--- src/rtl/alu_8bit_seq_if.sv ---
// Request/response bundle for alu_8bit_seq: the master drives requests and
// consumes responses, the slave is the ALU front end.
interface alu_8bit_seq_if #(
  parameter int WIDTH = 8
);
  logic             req_valid;
  logic             req_ready;
  logic [WIDTH-1:0] req_a;
  logic [WIDTH-1:0] req_b;
  logic             req_select;
  logic             req_c;
  logic             rsp_valid;
  logic             rsp_ready;
  logic [WIDTH-1:0] rsp_y;
  logic             rsp_carry;
  logic             rsp_zero;
  logic             rsp_ovf;

  modport master (
    output req_valid, req_a, req_b, req_select, req_c, rsp_ready,
    input  req_ready, rsp_valid, rsp_y, rsp_carry, rsp_zero, rsp_ovf
  );

  modport slave (
    input  req_valid, req_a, req_b, req_select, req_c, rsp_ready,
    output req_ready, rsp_valid, rsp_y, rsp_carry, rsp_zero, rsp_ovf
  );
endinterface

--- src/rtl/alu_8bit_seq.sv ---
// Sequential request/response front end for the 8-bit add/subtract ALU.
// Define ALU_8BIT_SEQ_FLAGS_EN to build the carry/zero/overflow flag registers.
module alu_8bit_seq #(
    parameter int WIDTH = 8,
    parameter int CNT_W = 16
) (
    input  logic             clk,
    input  logic             rst,
    alu_8bit_seq_if.slave    bus,
    output logic [CNT_W-1:0] op_count,
    output logic [1:0]       dbg_state
);

    // Handshake: a transfer happens on a rising edge where valid and ready are
    // both high; valid never depends on ready, and payload is held while valid.
    typedef enum logic [1:0] {
        IDLE = 2'd0,
        EXEC = 2'd1,
        RESP = 2'd2
    } state_t;

    state_t           state_q, state_d;
    logic             req_ready, rsp_valid;
    logic [WIDTH-1:0] a_q, b_q, y_q, y_d;
    logic             sel_q, c_q;

    always_ff @(posedge clk or posedge rst) begin
        if (rst) state_q <= IDLE;
        else     state_q <= state_d;
    end

    always_comb begin
        state_d   = state_q;
        req_ready = 1'b0;
        rsp_valid = 1'b0;
        case (state_q)
            IDLE: begin
                req_ready = 1'b1;
                if (bus.req_valid) state_d = EXEC;
            end
            EXEC: state_d = RESP;
            RESP: begin
                rsp_valid = 1'b1;
                if (bus.rsp_ready) state_d = IDLE;
            end
            default: state_d = IDLE;
        endcase
    end

    always_ff @(posedge clk or posedge rst) begin
        if (rst) begin
            a_q   <= '0;
            b_q   <= '0;
            sel_q <= 1'b0;
            c_q   <= 1'b0;
        end else if (state_q == IDLE && bus.req_valid) begin
            a_q   <= bus.req_a;
            b_q   <= bus.req_b;
            sel_q <= bus.req_select;
            c_q   <= bus.req_c;
        end
    end

`ifdef ALU_8BIT_SEQ_FLAGS_EN
    logic [WIDTH:0] res9;
    logic           carry_d, ovf_d;
    logic           carry_q, zero_q, ovf_q;

    // Subtract as A + ~B + 1 so bit 8 is the inverted borrow.
    always_comb begin
        if (sel_q) res9 = {1'b0, a_q} + {1'b0, b_q};
        else       res9 = {1'b0, a_q} + {1'b0, ~b_q} + {{WIDTH{1'b0}}, 1'b1};
        y_d     = res9[WIDTH-1:0];
        carry_d = sel_q ? res9[WIDTH] : ~res9[WIDTH];
        if (sel_q) ovf_d = (a_q[WIDTH-1] == b_q[WIDTH-1]) && (y_d[WIDTH-1] != a_q[WIDTH-1]);
        else       ovf_d = (a_q[WIDTH-1] != b_q[WIDTH-1]) && (y_d[WIDTH-1] != a_q[WIDTH-1]);
    end

    always_ff @(posedge clk or posedge rst) begin
        if (rst) begin
            carry_q <= 1'b0;
            zero_q  <= 1'b0;
            ovf_q   <= 1'b0;
        end else if (state_q == EXEC) begin
            carry_q <= c_q & carry_d;
            zero_q  <= c_q ? (y_d == '0) : 1'b1;
            ovf_q   <= c_q & ovf_d;
        end
    end

    assign bus.rsp_carry = carry_q;
    assign bus.rsp_zero  = zero_q;
    assign bus.rsp_ovf   = ovf_q;
`else
    always_comb begin
        if (sel_q) y_d = a_q + b_q;
        else       y_d = a_q - b_q;
    end

    assign bus.rsp_carry = 1'b0;
    assign bus.rsp_zero  = 1'b0;
    assign bus.rsp_ovf   = 1'b0;
`endif

    // A disabled operation still produces a (zero) response.
    always_ff @(posedge clk or posedge rst) begin
        if (rst)                  y_q <= '0;
        else if (state_q == EXEC) y_q <= c_q ? y_d : '0;
    end

    always_ff @(posedge clk or posedge rst) begin
        if (rst)                                   op_count <= '0;
        else if (state_q == RESP && bus.rsp_ready) op_count <= op_count + CNT_W'(1);
    end

    assign bus.req_ready = req_ready;
    assign bus.rsp_valid = rsp_valid;
    assign bus.rsp_y     = y_q;
    assign dbg_state     = state_q;

endmodule
--- src/flat_wrapper.sv ---
// flat-port wrapper written by rule: the top's interface ports become plain ports
module alu_8bit_seq_flat 
#(
    parameter int WIDTH = 8,
    parameter int CNT_W = 16
)
  (clk, rst, op_count, dbg_state, bus_req_valid, bus_req_a, bus_req_b, bus_req_select, bus_req_c, bus_rsp_ready, bus_req_ready, bus_rsp_valid, bus_rsp_y, bus_rsp_carry, bus_rsp_zero, bus_rsp_ovf);
  alu_8bit_seq_if #(.WIDTH(WIDTH)) bus_i ();
  input  logic clk;
  input  logic rst;
  output logic [CNT_W-1:0] op_count;
  output logic [1:0] dbg_state;
  input wire logic [$bits(bus_i.req_valid)-1:0] bus_req_valid;
  input wire logic [$bits(bus_i.req_a)-1:0] bus_req_a;
  input wire logic [$bits(bus_i.req_b)-1:0] bus_req_b;
  input wire logic [$bits(bus_i.req_select)-1:0] bus_req_select;
  input wire logic [$bits(bus_i.req_c)-1:0] bus_req_c;
  input wire logic [$bits(bus_i.rsp_ready)-1:0] bus_rsp_ready;
  output wire logic [$bits(bus_i.req_ready)-1:0] bus_req_ready;
  output wire logic [$bits(bus_i.rsp_valid)-1:0] bus_rsp_valid;
  output wire logic [$bits(bus_i.rsp_y)-1:0] bus_rsp_y;
  output wire logic [$bits(bus_i.rsp_carry)-1:0] bus_rsp_carry;
  output wire logic [$bits(bus_i.rsp_zero)-1:0] bus_rsp_zero;
  output wire logic [$bits(bus_i.rsp_ovf)-1:0] bus_rsp_ovf;
  assign bus_i.req_valid = bus_req_valid;
  assign bus_i.req_a = bus_req_a;
  assign bus_i.req_b = bus_req_b;
  assign bus_i.req_select = bus_req_select;
  assign bus_i.req_c = bus_req_c;
  assign bus_i.rsp_ready = bus_rsp_ready;
  assign bus_req_ready = bus_i.req_ready;
  assign bus_rsp_valid = bus_i.rsp_valid;
  assign bus_rsp_y = bus_i.rsp_y;
  assign bus_rsp_carry = bus_i.rsp_carry;
  assign bus_rsp_zero = bus_i.rsp_zero;
  assign bus_rsp_ovf = bus_i.rsp_ovf;
  alu_8bit_seq #(.WIDTH(WIDTH), .CNT_W(CNT_W)) u_core (.clk(clk), .rst(rst), .bus(bus_i), .op_count(op_count), .dbg_state(dbg_state));
endmodule
--- config.mk ---
export PLATFORM = sky130hd
export DESIGN_NAME = alu_8bit_seq_flat
export DESIGN_NICKNAME = d
export VERILOG_FILES = /design/src/rtl/alu_8bit_seq_if.sv /design/src/rtl/alu_8bit_seq.sv /design/src/flat_wrapper.sv
export SDC_FILE = /design/constraint.sdc
export NUM_CORES = 1
export LEC_CHECK = 0
export BUFFER_PORTS_ARGS = -buffer_cell sky130_fd_sc_hd__buf_2
export CAP_MARGIN = 20
export CORE_AREA = 2 2 66 68
export DETAILED_ROUTE_END_ITERATION = 7
export DIE_AREA = 0 0 68 70
export PLACE_DENSITY = 0.9
export SLEW_MARGIN = 25
export SYNTH_ARGS = -nofsm -noshare
export SYNTH_HDL_FRONTEND = slang
export SYNTH_SLANG_ARGS = --single-unit
--- constraint.sdc ---
create_clock -name clk -period 5.1 [get_ports clk]
set_input_delay 1.02 -clock clk [delete_from_list [all_inputs] [get_ports clk]]
set_output_delay 1.02 -clock clk [all_outputs]
set_load 0.01 [all_outputs]
# [Yosys cells after proc, flatten, opt, wreduce, memory -nomap -nowiden]
# Cells that the tools add are included.
# W data, S select, Z words.
[totals] reg_bits=44 elab_cells=25 input_bits=22
[classes] add_sub_neg=3 muxes=7 n_eq_ne=4 n_reduce_logical=4
[op_table] operator="$add A16 B1 Y16 const B" count=1
[op_table] operator="$mux W8" count=2
[op_table] operator="$add A8 B8 Y8" count=1
[op_table] operator="$sub A8 B8 Y8" count=1
[op_table] operator="$pmux W2 S3" count=1
[op_table] operator="$mux W2" count=2
[op_table] operator="$ne A2 B2 Y1 const B" count=2
[op_table] operator="$eq A2 B1 Y1 const B" count=1
[op_table] operator="$eq A2 B2 Y1 const B" count=1
[op_table] operator="$logic_and A1 B1 Y1" count=2
[op_table] operator="$logic_not A2 Y1" count=1
[op_table] operator="$mux W1" count=2
[op_table] operator="$reduce_and A2 Y1" count=1

# [Longest topological paths before layout]
[logic_depth] ltp_word=3 ltp_mapped=10

# [Worst setup path before layout]
# OpenSTA, ideal clock, no wires.
[synth_timing] path_kind="register to register" startpoint="register u_core.b_q[0]" endpoint="register u_core.y_q[7], in the netlist u_core.bus.rsp_y[7]" path_stages_with_launch=11 path_slack_ps=2990 required_ps=4974 setup_time_ps=126 n_path_buf=0 arrival_time_ps=1984 period_less_slack_ps=2110 path_cell_list="dfrtp_1 > inv_1 > ha_1 > a31oi_1 > xor2_1 > ha_1 > a21o_1 > a31o_2 > a21oi_1 > xnor2_1 > o21ai_0"
[synth_via] elab_chain_cells=3 elab_cells_between_ends=4 classes_between="add/sub: 2; mux: 2"
[synth_lines] element="from (decl)" line="alu_8bit_seq.sv:24" source="logic [WIDTH-1:0] a_q, b_q, y_q, y_d;"
[synth_lines] element="from (signal assigned)" line="alu_8bit_seq.sv:58" source="b_q <= bus.req_b;"
[synth_lines] element="$sub A8 B8 Y8 / $add A8 B8 Y8 (equally long branches)" line="alu_8bit_seq.sv:97, alu_8bit_seq.sv:96"
[synth_lines] element="$mux W8 *" line="alu_8bit_seq.sv:96" source="if (sel_q) y_d = a_q + b_q;"
[synth_lines] element="$mux W8 *" line="alu_8bit_seq.sv:108" source="else if (state_q == EXEC) y_q <= c_q ? y_d : '0;"
[synth_lines] element="to (signal assigned)" line="alu_8bit_seq.sv:108"
[synth_lines] element="to (decl)" line="alu_8bit_seq.sv:24"
# Every way passes the cells marked *; elsewhere a longest branch is shown, timed or not.
# A chain may end at the register's enable or synchronous reset.

# [Final worst setup path]
# Ends and elaborated chain as after synthesis.

==> results.py <==
metrics = {
    "synthesis": {
        "synth_top_area_cell": "dfrtp_1",
        "synth_warnings": 0,
        "synth-edff-count": 0,
        "ys_seq_area_frac": 0.500,
        "synth_area_leaders": "dfrtp_1, mux2_2, xnor2_1",
        "ys_dominant_reg_cell": "dfrtp_1",
        "synth_top_cell_area_share": 0.500,
        "async_reset_ff_frac": 1.00,
        "ys_ff_latch": 44,
        "synth_area_per_cell_um2": 10.7,
        "yosysUniqueCellTypes": 39,
        "syn_area_mm2": 0.00220,
        "syn_inst": 205,
    },
    "drt": {
        "drcViolationCount": 0,
        "ant_nets": 0,
        "wl_um": 3990,
        "drt-vias-per-instance": 5.11,
        "first_pass_iters": 4,
        "vias": 1580,
        "wire_per_inst_um": 12.9,
        "wl_met3_um": 228,
        "top_layer_used": "met4",
        "wl_met2_um": 2000,
        "wl_met1_um": 1700,
        "drt_iter0_drc": 71,
    },
    "sta": {
        "setup_viol": 0,
        "skew_ns": 0.0102,
        "worst_slew_pin_slew_ns": 0.894,
        "rsz0062_at_grt": "no",
        "tns_ns": 0,
        "max_slew_margin": 0.404,
        "timing.fmax_ghz": 0.437,
        "maxSlewViolCount": 0,
        "period_needed_ns": 2.29,
        "hold_viol": 0,
        "fin_crit_sh": 0.448,
    },
    "layout": {
        "final_cell_mix": "buf_2, dfrtp_1, nand2_1",
        "area_delta_synth_final_pct": 18.0,
        "layout_commonest_cell": "buf_2",
        "fin_nets": 288,
        "drive_gt1_frac": 0.300,
        "antenna_cells": 0,
    },
    "min_path": {
        "min_from": "u_core.op_count[15]$_DFFE_PP0P_",
        "min_to": "u_core.op_count[15]$_DFFE_PP0P_",
        "hp-class": "reg -> reg",
        "min_path_cells": 1,
    },
    "pwr": {
        "vdd_drop_max_v": 0.000333,
        "total_power_mw": 1.69,
        "power.density_mw_per_mm2": 652,
        "p_leak_nw": 1.34,
    },
    "clock_tree": {
        "cts_buffers": 5,
        "cts_setup_buffers": 0,
        "clock_path_buffers": 2,
        "hold_buffers": 0,
        "htreeDepth": 2,
        "cts_resized": 0,
        "clk_latency_ns": 0.30,
        "cts_sinks": 44,
        "tritoncts": "built",
        "cts_root_buf": "clkbuf_8",
        "path_clk_slew_ns": 0.09,
    },
    "critical_path": {
        "timing.rr.start": "u_core.b_q[0]$_DFFE_PP0P_",
        "reg2reg_to": "u_core.bus.rsp_y[7]$_DFFE_PP0N_",
        "end_kind": "flip-flop",
        "worstSetupPathType": "reg -> reg",
        "r2r_cells": 10,
        "path_cells": "inv_1 > ha_1 > a31oi_1 > xor2_1 > ha_1 > a21o_1 > a31o_2 > a21oi_1 > xnor2_1 > o21ai_0",
        "path_delay_family": "compound AO/OA/AOI/OAI gates",
        "required_ns": 5.28,
        "crit_buf_inv": 1,
        "slowest_delay_ns": 0.38,
        "r2r_setup_slack_ns": 2.81,
        "start_kind": "flip-flop",
        "arrival_ns": 2.47,
        "crit_top_cell": "ha_1",
        "cp_max_fo": 5,
        "cpMaxStageDelayCell": "dfrtp_1",
    },
    "floorplanning": {
        "core.rowCount": 24,
        "die_area_mm2": 0.00476,
        "core_mm2": 0.00414,
        "dieWidth_um": 68,
        "io_pins": 53,
        "initial_core_util": 0.531,
        "die_h_um": 70,
    },
    "grt": {
        "grt_start_max_net_pins": 45,
        "grt_use_total": 0.185,
        "grt_pass1_wl_um": 6680,
        "grt_pass1_vias": 1520,
        "antenna_found_initial": 0,
        "overflow": 0,
    },
    "placement": {
        "dp_hpwl_um": 3040,
        "place.gp.congestion": 0.819,
        "port_buffers": 49,
    },
    "job": {
        "cap_viol_max_count": 0,
    },
    "run_status": {
        "status": "finished clean",
    },
}
## power by group
| part | switching, mW | internal (mW) | total, mW |
|---|---|---|---|
| clock | 0.123 | 0.147 | 0.270 |
| combinational | 0.447 | 0.411 | 0.858 |
| sequential | 0.0996 | 0.466 | 0.566 |
| total | 0.670 | 1.02 | 1.69 |
## final cells by class
class	instances	area, um2
Sequential cell	44	1100
Clock inverter	3	46.3
Multi-Input combinational cell	141	1010
Timing Repair Buffer	50	253
Fill cell	336	1550
Inverter	14	52.6
Tap cell	52	65.1
Clock buffer	5	68.8
## synth_stat cells (3+ instances only)
cell and n:
dfrtp_1 44, nand2_1 27, xnor2_1 15, inv_1 14, mux2_2 13, o21ai_0 12, xor2_1 11, ha_1 9
nor2_1 7, a21oi_1 4, a31oi_1 4, nor3_1 4, buf_4 3, clkbuf_1 3, nand3_1 3, o31ai_1 3
## cell families after synthesis
logic type / synth area share
XOR/XNOR: 0.103
AND/OR/NAND/NOR: 0.145
multiplexers: 0.0665
other: 0.00170
buffers and inverters: 0.0437
flip-flops: 0.500
adder cells (fa/ha/maj): 0.0602
AO/OA/AOI/OAI: 0.0790
## how the worst max path moves through the flow
stage	start	end	slack [ns]	depth (start not counted)
2_1_floorplan	u_core.b_q[0]$_DFFE_PP0P_	u_core.bus.rsp_y[7]$_DFFE_PP0N_	2.99	10
3_3_place_gp	bus_req_valid	u_core.b_q[4]$_DFFE_PP0P_	2.74	3
3_5_place_dp	bus_req_valid	u_core.b_q[5]$_DFFE_PP0P_	2.73	3
4_1_cts	u_core.b_q[0]$_DFFE_PP0P_	u_core.bus.rsp_y[7]$_DFFE_PP0N_	2.81	10
5_1_grt	u_core.b_q[0]$_DFFE_PP0P_	u_core.bus.rsp_y[7]$_DFFE_PP0N_	2.64	10
6_report	u_core.b_q[0]$_DFFE_PP0P_	u_core.bus.rsp_y[7]$_DFFE_PP0N_	2.81	10
## state kept, by name, indices dropped and copies added (netlist names)
name              flops
u_core.op_count      16
u_core.dbg_state      2
u_core.bus.rsp_y      8
u_core.sel_q          1
u_core.c_q            1
u_core.b_q            8
u_core.a_q            8
## stage by stage
stage | util | cells | hold slack (ns) | worst slack, ns | instance area, um2
2_1_floorplan | - | 207 | 0.485 | 2.99 | 2210
3_3_place_gp | 0.599 | 301 | 0.453 | 2.74 | 2480
3_5_place_dp | 0.599 | 301 | 0.456 | 2.73 | 2480
4_1_cts | 0.627 | 309 | 0.473 | 2.81 | 2600
5_1_grt | 0.627 | 309 | 0.481 | 2.64 | 2600
6_report | 0.627 | 309 | 0.468 | 2.81 | 2600
## metal layers
layer / vias up / GRT usage
met3: 8 / 0.0548
met2: 51 / 0.312
met4: 0 / 0.0600
met5: - / 0
met1: 731 / 0.223
li1: 790 / -
Note: power is estimated with default switching activity, not from simulation.
